$ cat src/rtl/move_ctrl_timed_if.sv
// Control bundle between the user-input side and the move_ctrl_timed controller.
// master drives the go/stop/pause requests; slave (the controller) drives status.
interface move_ctrl_timed_if #(
    parameter int CNT_W = 16
);
    logic             go;
    logic             stop;
    logic             pause;
    logic             start;
    logic             move;
    logic             busy;
    logic [2:0]       state;
    logic [CNT_W-1:0] move_count;
    logic             done;
    logic             timeout;

    modport master (
        output go, stop, pause,
        input  start, move, busy, state, move_count, done, timeout
    );

    modport slave (
        input  go, stop, pause,
        output start, move, busy, state, move_count, done, timeout
    );
endinterface

$ cat src/rtl/move_ctrl_timed.sv
// Go/stop motion controller with arm delay, stop hold, pause, saturating move counter and done pulse.
// Optional forced stop after MAX_MOVE move cycles is enabled by defining MOVE_TIMEOUT_EN.
module move_ctrl_timed #(
    parameter int ARM_CYCLES  = 1,
    parameter int STOP_CYCLES = 1,
    parameter int CNT_W       = 16,
    parameter int MAX_MOVE    = 1000
) (
    input  logic                clk,
    input  logic                reset,
    move_ctrl_timed_if.slave    ctrl
);
    typedef enum logic [2:0] {
        READY = 3'd0,
        ARM   = 3'd1,
        MOVE  = 3'd2,
        PAUSE = 3'd3,
        STOP  = 3'd4
    } state_t;

    localparam int               STOP_EFF  = (STOP_CYCLES < 1) ? 1 : STOP_CYCLES;
    localparam logic [CNT_W-1:0] ARM_LAST  = CNT_W'((ARM_CYCLES > 0) ? ARM_CYCLES - 1 : 0);
    localparam logic [CNT_W-1:0] STOP_LAST = CNT_W'(STOP_EFF - 1);

    state_t           state_reg, state_next;
    logic [CNT_W-1:0] timer_reg, timer_next;
    logic [CNT_W-1:0] count_reg, count_next;
    logic [CNT_W-1:0] count_inc;
    logic             done_reg, done_next;
    logic             timeout_reg, timeout_next;
    logic             start_reg, move_reg, busy_reg;
    logic             timeout_hit;

    assign count_inc = (count_reg == '1) ? count_reg : count_reg + CNT_W'(1);

`ifdef MOVE_TIMEOUT_EN
    // A limit beyond the counter range can never be reached once the counter saturates.
    localparam bit               LIMIT_REACHABLE = (64'(MAX_MOVE) < (64'd1 << CNT_W));
    localparam logic [CNT_W-1:0] MOVE_LIMIT      = CNT_W'(MAX_MOVE);
    assign timeout_hit = LIMIT_REACHABLE && (count_inc >= MOVE_LIMIT);
`else
    logic unused_max_move;
    assign unused_max_move = ^32'(MAX_MOVE);
    assign timeout_hit     = 1'b0;
`endif

    always_comb begin
        state_next   = state_reg;
        timer_next   = timer_reg;
        count_next   = count_reg;
        done_next    = 1'b0;
        timeout_next = timeout_reg;
        case (state_reg)
            READY: begin
                if (ctrl.go) begin
                    count_next   = '0;
                    timer_next   = '0;
                    timeout_next = 1'b0;
                    state_next   = (ARM_CYCLES == 0) ? MOVE : ARM;
                end
            end
            ARM: begin
                timer_next = '0;
                if (ctrl.stop)
                    state_next = STOP;
                else if (timer_reg == ARM_LAST)
                    state_next = MOVE;
                else
                    timer_next = timer_reg + CNT_W'(1);
            end
            MOVE: begin
                // The current cycle is a MOVE cycle whatever the exit, so it is always counted.
                count_next = count_inc;
                timer_next = '0;
                if (ctrl.stop) begin
                    state_next = STOP;
                end else if (timeout_hit) begin
                    state_next   = STOP;
                    timeout_next = 1'b1;
                end else if (ctrl.pause) begin
                    state_next = PAUSE;
                end
            end
            PAUSE: begin
                timer_next = '0;
                if (ctrl.stop)
                    state_next = STOP;
                else if (!ctrl.pause)
                    state_next = MOVE;
            end
            STOP: begin
                if (timer_reg == STOP_LAST) begin
                    state_next = READY;
                    timer_next = '0;
                    done_next  = 1'b1;
                end else begin
                    timer_next = timer_reg + CNT_W'(1);
                end
            end
            default: begin
                state_next = READY;
                timer_next = '0;
            end
        endcase
    end

    // Status flags are registered from the next state so they line up with state_reg.
    always_ff @(posedge clk) begin
        if (reset) begin
            state_reg   <= READY;
            timer_reg   <= '0;
            count_reg   <= '0;
            done_reg    <= 1'b0;
            timeout_reg <= 1'b0;
            start_reg   <= 1'b1;
            move_reg    <= 1'b0;
            busy_reg    <= 1'b0;
        end else begin
            state_reg   <= state_next;
            timer_reg   <= timer_next;
            count_reg   <= count_next;
            done_reg    <= done_next;
            timeout_reg <= timeout_next;
            start_reg   <= (state_next == READY);
            move_reg    <= (state_next == MOVE);
            busy_reg    <= (state_next != READY);
        end
    end

    assign ctrl.start      = start_reg;
    assign ctrl.move       = move_reg;
    assign ctrl.busy       = busy_reg;
    assign ctrl.state      = state_reg;
    assign ctrl.move_count = count_reg;
    assign ctrl.done       = done_reg;
    assign ctrl.timeout    = timeout_reg;
endmodule
$ cat src/flat_wrapper.sv
// flat-port wrapper written by rule: the top's interface ports become plain ports
module move_ctrl_timed_flat 
#(
    parameter int ARM_CYCLES  = 1,
    parameter int STOP_CYCLES = 1,
    parameter int CNT_W       = 16,
    parameter int MAX_MOVE    = 1000
)
  (clk, reset, ctrl_go, ctrl_stop, ctrl_pause, ctrl_start, ctrl_move, ctrl_busy, ctrl_state, ctrl_move_count, ctrl_done, ctrl_timeout);
  move_ctrl_timed_if #(.CNT_W(CNT_W)) ctrl_i ();
  input  logic clk;
  input  logic reset;
  input wire logic [$bits(ctrl_i.go)-1:0] ctrl_go;
  input wire logic [$bits(ctrl_i.stop)-1:0] ctrl_stop;
  input wire logic [$bits(ctrl_i.pause)-1:0] ctrl_pause;
  output wire logic [$bits(ctrl_i.start)-1:0] ctrl_start;
  output wire logic [$bits(ctrl_i.move)-1:0] ctrl_move;
  output wire logic [$bits(ctrl_i.busy)-1:0] ctrl_busy;
  output wire logic [$bits(ctrl_i.state)-1:0] ctrl_state;
  output wire logic [$bits(ctrl_i.move_count)-1:0] ctrl_move_count;
  output wire logic [$bits(ctrl_i.done)-1:0] ctrl_done;
  output wire logic [$bits(ctrl_i.timeout)-1:0] ctrl_timeout;
  assign ctrl_i.go = ctrl_go;
  assign ctrl_i.stop = ctrl_stop;
  assign ctrl_i.pause = ctrl_pause;
  assign ctrl_start = ctrl_i.start;
  assign ctrl_move = ctrl_i.move;
  assign ctrl_busy = ctrl_i.busy;
  assign ctrl_state = ctrl_i.state;
  assign ctrl_move_count = ctrl_i.move_count;
  assign ctrl_done = ctrl_i.done;
  assign ctrl_timeout = ctrl_i.timeout;
  move_ctrl_timed #(.ARM_CYCLES(ARM_CYCLES), .STOP_CYCLES(STOP_CYCLES), .CNT_W(CNT_W), .MAX_MOVE(MAX_MOVE)) u_core (.clk(clk), .reset(reset), .ctrl(ctrl_i));
endmodule
$ cat config.mk
export PLATFORM = sky130hd
export DESIGN_NAME = move_ctrl_timed_flat
export DESIGN_NICKNAME = d
export VERILOG_FILES = /design/src/rtl/move_ctrl_timed_if.sv /design/src/rtl/move_ctrl_timed.sv /design/src/flat_wrapper.sv
export SDC_FILE = /design/constraint.sdc
export NUM_CORES = 1
export LEC_CHECK = 0
export CELL_PAD_IN_SITES_DETAIL_PLACEMENT = 0
export CELL_PAD_IN_SITES_GLOBAL_PLACEMENT = 1
export CORE_ASPECT_RATIO = 0.9
export CORE_UTILIZATION = 42
export CTS_BUF_LIST = sky130_fd_sc_hd__clkbuf_4 sky130_fd_sc_hd__clkbuf_8
export CTS_CLUSTER_DIAMETER = 150
export CTS_CLUSTER_SIZE = 12
export DETAILED_ROUTE_END_ITERATION = 8
export PLACE_DENSITY_LB_ADDON = 0.2
export SYNTH_ARGS = -nofsm -noshare
export SYNTH_HDL_FRONTEND = slang
export SYNTH_SLANG_ARGS = --single-unit
$ cat constraint.sdc
create_clock -name clk -period 2.4 [get_ports clk]
set_clock_uncertainty 0.05 [all_clocks]
set_input_delay 0.36 -clock clk [delete_from_list [all_inputs] [get_ports clk]]
set_output_delay 0.36 -clock clk [all_outputs]
set_load 0.01 [all_outputs]
# Yosys cells after proc, flatten, opt, wreduce, memory -nomap -nowiden
# Cells that the tools add are included.
classes:
  addsub: 2
  n_eq_ne: 8
  mux: 16
  n_bitwise: 1
  n_reduce_logical: 7
op_table:
  columns: ["op", "n"]
  rows:
  - ["2-to-1 mux 16 bit", 4]
  - ["one-hot mux 16 bit (3 select lines)", 1]
  - ["adder 16 x 1 -> 16 bit, second input constant", 2]
  - ["one-hot mux 16 bit (2 select lines)", 1]
  - ["2-to-1 mux 3 bit", 8]
  - ["equality test 16 bit, second input constant", 1]
  - ["zero test 16 bit", 1]
  - ["one-hot mux 3 bit (5 select lines)", 1]
  - ["equality test 3 x 2 -> 1 bit, second input constant", 3]
  - ["zero test 3 bit", 2]
  - ["inequality test 2 bit, second input constant", 2]
  - ["equality test 3 x 1 -> 1 bit, second input constant", 1]
  - ["equality test 3 bit, second input constant", 1]
  - ["AND reduction 3 bit", 1]
  - ["nonzero test 3 bit", 1]
  - ["nonzero test 2 bit", 1]
  - ["OR reduction 2 bit", 1]
  - ["2-to-1 mux 1 bit", 1]
  - ["NOT 1 bit", 1]
word_totals:
  reg_bits: 39
  inputBits: 5
  out_inout_bits: 24
  wordCells: 41

# Longest topological paths before layout
# Gate-level depths: netlist of the first run.
logic_depth:
  word_depth: 5
  depth_mapped: 8
  depth_no_buf: 7

# Worst setup path after synthesis of the first run
# Ideal clock, no wire load.
synth_path:
  path_kind: "register to register"
  start: "register u_core.timer_reg[0]"
  end: "register u_core.timer_reg[3]"
  arrival_time_ns: 1.749
  required_time_ns: 2.276
  slack_ns: 0.527
  stages_incl_launch_ff: 8
  n_path_buf: 0
  path_cell_list: "dfxtp_1 inv_1 ha_1 nor3b_1 and4_4 or3_4 or3_1 a31oi_1"
synth_between:
  elab_chain_len: 4
  word_cells_on_any_way: 5
  cone_classes: "1 x add/sub; 3 x mux; 1 x reduce/logical"
synth_lines:
  columns: ["element", "line", "rtl"]
  rows:
  - ["from (decl)", "move_ctrl_timed.sv:26", "logic [CNT_W-1:0] timer_reg, timer_next;"]
  - ["from (signal assigned)", "move_ctrl_timed.sv:120", "timer_reg <= timer_next;"]
  - ["adder 16 x 1 -> 16 bit / zero test 16 bit (equally long branches)", null, null]
  - ["2-to-1 mux 16 bit (*)", "move_ctrl_timed.sv:66, move_ctrl_timed.sv:92", null]
  - ["2-to-1 mux 16 bit", "move_ctrl_timed.sv:64", "if (ctrl.stop)"]
  - ["one-hot mux 16 bit (3 select lines) (*)", "move_ctrl_timed.sv:53", "case (state_reg)"]
# Mark *: on every way between the ends. The rest lies on a longest branch, timed or not.
# A chain may end at the register's enable or synchronous reset.

# Worst setup path after layout of the first run
layout_path:
  start: "register u_core.timer_reg[0]"
  end: "register u_core.timer_reg[12]"
# The elaborated chain is that of the path after synthesis.

==> impl_metrics.yaml, run 1 <==
clocking:
  cts_tree: "yes"
  cts_resized: 0
  cts_buffer_depth: 2
  cts.root.buffer_cell: "clkbuf_8"
  clk_latency_ns: 0.29
  holdBufCountCts: 0
  htreeDepth: 2
  cts_made_buffers: 5
  clk_pin_slew_ns: 0.08
  cts_post_setup_buffers_inserted: 0
  cts.sinks: 39
sta:
  finalCritPeriodShare_pct: 89.4
  fmax_mhz: 466
  hold_viol: 0
  rsz0062_at_grt: "false"
  setup_viol: 0
  post-route-min-period_ns: 2.15
  tightest_slew_ns: 0.521
  slew_violations: 0
  timing.slew.headroom_pct: 65.0
  fin_setup_tns_ns: 0
synthesis:
  seq_area_frac_synth_pct: 38.8
  syn_nets: 249
  synth_edf_count: 0
  ys_top_cells_by_area: "dfxtp_1, xnor2_1, nor2_1, nand3_1, a21oi_1"
  async_reset_ff_share_pct: 0
  synth_top_flop_cell: "dfxtp_1"
  synth_top_area_share_pct: 38.8
  syn_area_mm2: 0.00201
  syn_inst: 241
  syn_area_per_cell_um2: 8.35
  synth-seq-cells: 39
  yosysWarnings: 0
  yosysUniqueCellTypes: 45
  yosys.area.top_type: "dfxtp_1"
final_layout:
  final_area_mm2: 0.00246
  seq_area_um2: 781
  fin_cells: 333
  fin_nets: 278
  final_common_cell: "dfxtp_1"
  drive_gt1_share_pct: 9.23
  multi_input_area_mm2: 0.00114
  antenna_cells: 0
  syn_to_final_growth_pct: 22.4
  nFillCells: 442
  final_cell_mix: "dfxtp_1, nor2_1, clkdlybuf4s50_1"
drt:
  drt_pass1_iterations: 4
  ant_nets: 0
  viasPerCell: 5.44
  drc: 0
  drt_iter0_markers: 85
  dr_total_vias: 1812
  wl_per_cell_um: 13.6
  drt-total-wl_um: 4510
pwr:
  peakVddDrop_mv: 0.308
  power.leakage_nw: 0.787
  pwr_density_cell_mw_per_mm2: 541
status:
  outcome: "finished, final reports clean"
placed_design:
  gp_congestion: 0.773
  placedCellCount: 325
  hpwl_um: 3250
  portBuffers: 27
  placed_area_mm2: 0.00235
grt:
  antenna_found_initial: 0
  grt_pass1_wl_um: 7470
  grt_pass1_vias: 1522
  grt_overflow: 0
  track_usage_pct: 19.8
  grt_start_max_net_pins: 15
floorplanning:
  die_y_um: 67.7
  die_w_um: 75.0
  die_area_mm2: 0.00507
  start_util_pct: 44.6
  core-area_mm2: 0.00452
  ioPinCount: 29
  rows: 23
worst_hold_path:
  hold_path.class: "reg2reg"
run:
  drv_cap: 0
worst_setup_path:
  criticalPathCategory: "reg2reg"
  crit_fanout: 4
  cp.required_ns: 2.53
  startpoint_type: "flip-flop"
  arrival_ns: 2.27
  crit_path_end_kind: "flip-flop"
## routing by layer
| layer | vias to the layer above | part of all wire, % | GRT usage [%] |
|---|---|---|---|
| met3 | 5 | 4.2 | 4.78 |
| met4 | 0 | 1.3 | 7.78 |
| met2 | 35 | 39 | 25.8 |
| li1 | 925 | - | - |
| met1 | 847 | 55 | 30.2 |
| met5 | - | 0 | 0 |
## per-stage QoR
stage	hold slack (ns)	utilization [%]	worst slack (ns)	total power, W
finish	0.453	54.6	0.254	0.00133
global route	0.477	54.6	0.0101	0.00138
CTS	0.455	54.6	0.253	0.00135
detailed placement	0.445	52.0	0.222	0.000777
global placement	0.432	52.0	0.207	0.000778
floorplan	0.397	-	0.527	0.000739
## where the power goes
part	switching, W	internal, W
clock	0.000235	0.000337
combinational	0.0000567	0.0000428
sequential	0.00000909	0.000654
total	0.000301	0.00103
## worst max-delay path: stages, from the launching register on
cell       delay (ns)
dfxtp_1          0.39
inv_1            0.08
ha_1             0.22
nor3b_1          0.16
and4_4           0.21
nor3_1           0.45
a21oi_1          0.12
a2111oi_0        0.38
## cell type report
type / instances / share of cell area, %
inverters: 10 / 1.52
clock inverters: 2 / 1.42
flip-flops and latches: 39 / 31.7
multi-input cells: 181 / 46.1
repair buffers: 33 / 12.8
clock buffers: 6 / 3.35
well taps: 62 / 3.15
## cell families after synthesis
kind of cell    after synthesis  synth area share, %
simple gates                115                 31.4
xor+xnor                     18                 7.83
compound gates               44                 15.1
flops                        39                 38.8
other cells                   1                0.186
buf+inv                      21                 4.79
fa+ha+maj                     3                 1.86
## synth_stat cells (all sizes together), types with 5 or more instances
master and instances:
a31oi 5, xor2 5, nand2 18, inv 10, or3 5, nor2 27
buf 6, nand3 17, nor3 10, xnor2 13, clkbuf 5, nor4 8
nand4 9, dfxtp 39, a211oi 8, a21oi 16
## worst paths after layout
kind	from	endpoint	slack (ns)	depth (start not counted)
worst max-delay path	u_core.timer_reg[0]	u_core.timer_reg[12]	0.25	7
worst min-delay path	u_core.timer_reg[1]	u_core.timer_reg[1]	0.45	2
worst max register to register	u_core.timer_reg[0]	u_core.timer_reg[12]	0.25	7
worst min register to register	u_core.timer_reg[1]	u_core.timer_reg[1]	0.45	2
Note: power is estimated with default switching activity, not from simulation.
==> run 2: changes to the inputs <==
==> config.mk (replaced) <==
export PLATFORM = sky130hd
export DESIGN_NAME = move_ctrl_timed_flat
export DESIGN_NICKNAME = d
export VERILOG_FILES = /design/src/rtl/move_ctrl_timed_if.sv /design/src/rtl/move_ctrl_timed.sv /design/src/flat_wrapper.sv
export SDC_FILE = /design/constraint.sdc
export NUM_CORES = 1
export LEC_CHECK = 0
export CORE_ASPECT_RATIO = 0.9
export CORE_UTILIZATION = 56
export CTS_BUF_LIST = sky130_fd_sc_hd__clkbuf_4 sky130_fd_sc_hd__clkbuf_8
export CTS_CLUSTER_DIAMETER = 150
export CTS_CLUSTER_SIZE = 12
export DETAILED_ROUTE_END_ITERATION = 8
export PLACE_DENSITY = 0.79
export SYNTH_ARGS = -nofsm -noshare
export SYNTH_HDL_FRONTEND = slang
export SYNTH_SLANG_ARGS = --single-unit
==> impl_metrics.yaml, run 2 (synthesized netlist as in run 1, its figures left out) <==
status:
  outcome: "finished, final reports clean"
worst_setup_path:
  crit_fanout: 4
  rr_startpoint: "u_core.timer_reg[0]"
  slowest_delay_ns: 0.40
  worstPathCellList: "inv_1 -> ha_1 -> nor3b_1 -> and4_4 -> nor3_1 -> a21oi_1 -> a2111oi_0"
  startpoint: "u_core.timer_reg[0]"
  r2r_cells: 7
  arrival_ns: 2.19
  reg2reg_to: "u_core.timer_reg[12]"
  startpoint_type: "flip-flop"
  crit_path_end_kind: "flip-flop"
  critPathSlowestCell: "nor3_1"
  reg2reg_slack_ns: 0.34
  cp.required_ns: 2.53
  criticalPathCategory: "reg2reg"
final_layout:
  syn_to_final_growth_pct: 21.0
  final_area_mm2: 0.00244
  nFillCells: 293
  final_cell_mix: "dfxtp_1, nor2_1, clkdlybuf4s50_1"
  final_common_cell: "dfxtp_1"
  fin_nets: 279
  multi_input_area_mm2: 0.00114
  drive_gt1_share_pct: 9.56
  antenna_cells: 0
  seq_area_um2: 781
floorplanning:
  die_y_um: 58.9
  rows: 20
  die_w_um: 65.2
  die_area_mm2: 0.00384
  core-area_mm2: 0.00340
  ioPinCount: 29
  start_util_pct: 59.2
clocking:
  cts.sinks: 39
  htreeDepth: 2
  cts_tree: "yes"
  cts_post_setup_buffers_inserted: 0
  cts_made_buffers: 5
  clk_latency_ns: 0.30
  clk_pin_slew_ns: 0.07
  cts_resized: 0
  holdBufCountCts: 0
  cts.root.buffer_cell: "clkbuf_8"
  cts_buffer_depth: 2
drt:
  route.met2.wl_um: 1920
  drc: 0
  drt-total-wl_um: 4370
  top_layer: "met4"
  drt_pass1_iterations: 4
  dr_wl_met3_um: 209
  drt_iter0_markers: 84
  ant_nets: 0
  wl_per_cell_um: 13.8
  dr_total_vias: 1823
  viasPerCell: 5.77
  wl_met1_um: 2170
placed_design:
  hpwl_um: 3050
  portBuffers: 27
  gp_congestion: 0.919
  placed_area_mm2: 0.00233
sta:
  rsz0062_at_grt: "false"
  slew_violations: 0
  fin_setup_tns_ns: 0
  finalCritPeriodShare_pct: 85.9
  hold_viol: 0
  fmax_mhz: 485
  post-route-min-period_ns: 2.06
  timing.slew.headroom_pct: 66.3
  setup_viol: 0
  tightest_slew_ns: 0.504
worst_hold_path:
  hold_path.class: "reg2reg"
  hold_depth: 2
  hp-start: "u_core.timer_reg[0]"
  holdPathEnd: "u_core.timer_reg[0]"
grt:
  grt_start_max_net_pins: 17
  track_usage_pct: 24.7
  antenna_found_initial: 0
  grt_pass1_vias: 1612
  grt_overflow: 0
  grt_pass1_wl_um: 7220
pwr:
  pwr_density_cell_mw_per_mm2: 519
  peakVddDrop_mv: 0.396
  power.leakage_nw: 0.786
run:
  drv_cap: 0
==> run 2: changes by cell type in the layout (fill, tap and decap cells not counted) <==
| cell | before | now |
|---|---|---|
| bufinv_16 | 1 | 0 |
| clkinv_2 | 1 | 0 |
| clkbuf_8 | 6 | 7 |
| clkbuf_4 | 0 | 1 |
| buf_4 | 6 | 7 |
==> run 2: final cells by class <==
| cell class | count | share of cell area, % |
|---|---|---|
| well taps | 44 | 2.26 |
| flip-flops and latches | 39 | 32.0 |
| repair buffers | 34 | 13.3 |
| multi-input cells | 181 | 46.6 |
| clock buffers | 8 | 4.26 |
| inverters | 10 | 1.54 |
==> run 2: through the flow <==
step	hold slack (ns)	setup WS (ns)	std cells	total power, W	util (%)
after detailed placement	0.444	0.275	308	0.000778	68.5
after global placement	0.433	0.332	308	0.000777	68.5
final	0.450	0.339	316	0.00127	71.6
after floorplan	0.397	0.527	241	0.000739	-
after CTS	0.454	0.338	316	0.00127	71.6
after global routing	0.486	0.0376	316	0.00131	71.6
==> run 2: layer usage <==
layer | global-route usage, % | vias up
met5 | 0 | -
met4 | 13.0 | 0
met3 | 5.81 | 10
met2 | 36.5 | 48
met1 | 33.4 | 830
li1 | - | 935
==> run 2: how the worst max path moves through the flow <==
stage | endpoint | cells past startpoint
after floorplan | u_core.timer_reg[3] | 7
after global placement | u_core.ctrl.move_count[13] | 6
after detailed placement | u_core.ctrl.move_count[13] | 6
after CTS | u_core.timer_reg[12] | 7
after global routing | u_core.timer_reg[12] | 7
final | u_core.timer_reg[12] | 7
==> run 2: where the power goes <==
part | switching, W | internal, W
combinational | 0.0000609 | 0.0000444
sequential | 0.00000446 | 0.000654
clock | 0.000228 | 0.000274
total | 0.000293 | 0.000972
==> run 2: critical path: cells and delay by family (launching register included) <==
family          cells  cell delay, ns
simple gates        3            0.75
buf+inv             1            0.07
fa+ha+maj           1            0.21
compound gates      2            0.48
flops               1            0.38
==> run 3: changes to the inputs <==
==> constraint.sdc (replaced) <==
create_clock -name clk -period 2 [get_ports clk]
set_clock_uncertainty 0.05 [all_clocks]
set_input_delay 0.3 -clock clk [delete_from_list [all_inputs] [get_ports clk]]
set_output_delay 0.3 -clock clk [all_outputs]
set_load 0.01 [all_outputs]
==> impl_metrics.yaml, run 3 (synthesized netlist as in run 1, its figures left out) <==
status:
  outcome: "finished, final reports clean"
placed_design:
  placed_area_mm2: 0.00241
  gp_congestion: 0.892
  hpwl_um: 3020
  portBuffers: 27
worst_setup_path:
  criticalPathCategory: "reg2reg"
  cp.required_ns: 2.17
  startpoint_type: "flip-flop"
  crit_fanout: 4
  crit_path_end_kind: "flip-flop"
  arrival_ns: 2.12
floorplanning:
  core-area_mm2: 0.00340
  rows: 20
  die_y_um: 58.9
  start_util_pct: 59.2
  die_area_mm2: 0.00384
  die_w_um: 65.2
  ioPinCount: 29
final_layout:
  final_area_mm2: 0.00256
  drive_gt1_share_pct: 14.7
  final_cell_mix: "dfxtp_1, nor2_1, clkdlybuf4s50_1"
  fin_nets: 292
  syn_to_final_growth_pct: 27.3
  final_common_cell: "dfxtp_1"
  antenna_cells: 0
sta:
  setup_viol: 0
  hold_viol: 0
  post-route-min-period_ns: 1.95
  slew_violations: 0
  finalCritPeriodShare_pct: 97.4
  fmax_mhz: 513
  rsz0062_at_grt: "true"
clocking:
  cts_buffer_depth: 2
  cts.sinks: 39
  cts.root.buffer_cell: "clkbuf_8"
  clk_pin_slew_ns: 0.07
  holdBufCountCts: 0
  htreeDepth: 2
  cts_made_buffers: 5
  clk_latency_ns: 0.29
  cts_tree: "yes"
drt:
  drt-total-wl_um: 4220
  ant_nets: 0
  drt_iter0_markers: 98
  drt_pass1_iterations: 4
  dr_total_vias: 1889
  viasPerCell: 5.74
  drc: 0
  wl_per_cell_um: 12.8
grt:
  grt_pass1_vias: 1631
  grt_overflow: 0
  antenna_found_initial: 0
  grt_start_max_net_pins: 17
  grt_pass1_wl_um: 7220
  track_usage_pct: 24.4
worst_hold_path:
  hold_path.class: "reg2reg"
pwr:
  pwr_density_cell_mw_per_mm2: 622
  total_power_w: 0.00159
  power.leakage_nw: 0.866
  peakVddDrop_mv: 0.453
run:
  drv_cap: 0
run 3: stage by stage:
step	worst slack (ns)	hold slack, ns	instances	util (%)	TNS [ns]
finish	0.0519	0.457	329	75.3	0
global route	-0.00712	0.480	329	75.3	-0.00712
floorplan	0.127	0.337	241	-	0
detailed placement	-0.0186	0.453	319	71.0	-0.0186
global placement	0.00474	0.451	319	71.0	0
CTS	0.0521	0.464	327	74.4	0
run 3: worst paths after layout:
kind,startpoint,to,slack [ns],cells after the start
worst min register to register,u_core.timer_reg[12],u_core.timer_reg[12],0.46,2
worst max register to register,u_core.timer_reg[0],u_core.timer_reg[6],0.05,7
worst min-delay path,u_core.timer_reg[12],u_core.timer_reg[12],0.46,2
worst max-delay path,u_core.timer_reg[0],u_core.timer_reg[6],0.05,7
run 3: routing by layer:
metal  global-route usage (%)  wire [um]  up-vias
li1                         -          -      959
met1                     33.0       2080      873
met2                     37.4       1850       51
met3                     5.62        223        6
met4                     10.2         60        0
met5                        0          0        -
run 3: report_power, final:
part	internal [W]	switching, W	leakage [nW]
combinational	0.0000576	0.0000741	0.489
sequential	0.000785	0.00000469	0.316
clock	0.000404	0.000269	0.0612
total	0.00125	0.000348	0.866
run 3: critical path: stages, from the launching register on:
cell and delay, ns:
dfxtp_2 0.33, inv_1 0.05, ha_1 0.19, nor3b_1 0.15, and4_4 0.20, or3_4 0.39
or3_1 0.37, a31oi_1 0.16
run 3: repair_timing:
| item | in CTS | in global routing |
|---|---|---|
| endpoints found under the setup margin | 0 | 6 |
| setup buffers | 0 | 2 |
| gates resized for setup | 0 | 4 |
| hold endpoints to repair | 0 | 0 |
run 3: final cells by class:
class	instances	area, um2
Timing Repair Buffer	47	420
Tap cell	44	55.1
Fill cell	272	840
Sequential cell	39	782
Multi-Input combinational cell	181	1150
Clock inverter	2	35.0
Inverter	10	37.5
Clock buffer	6	82.6
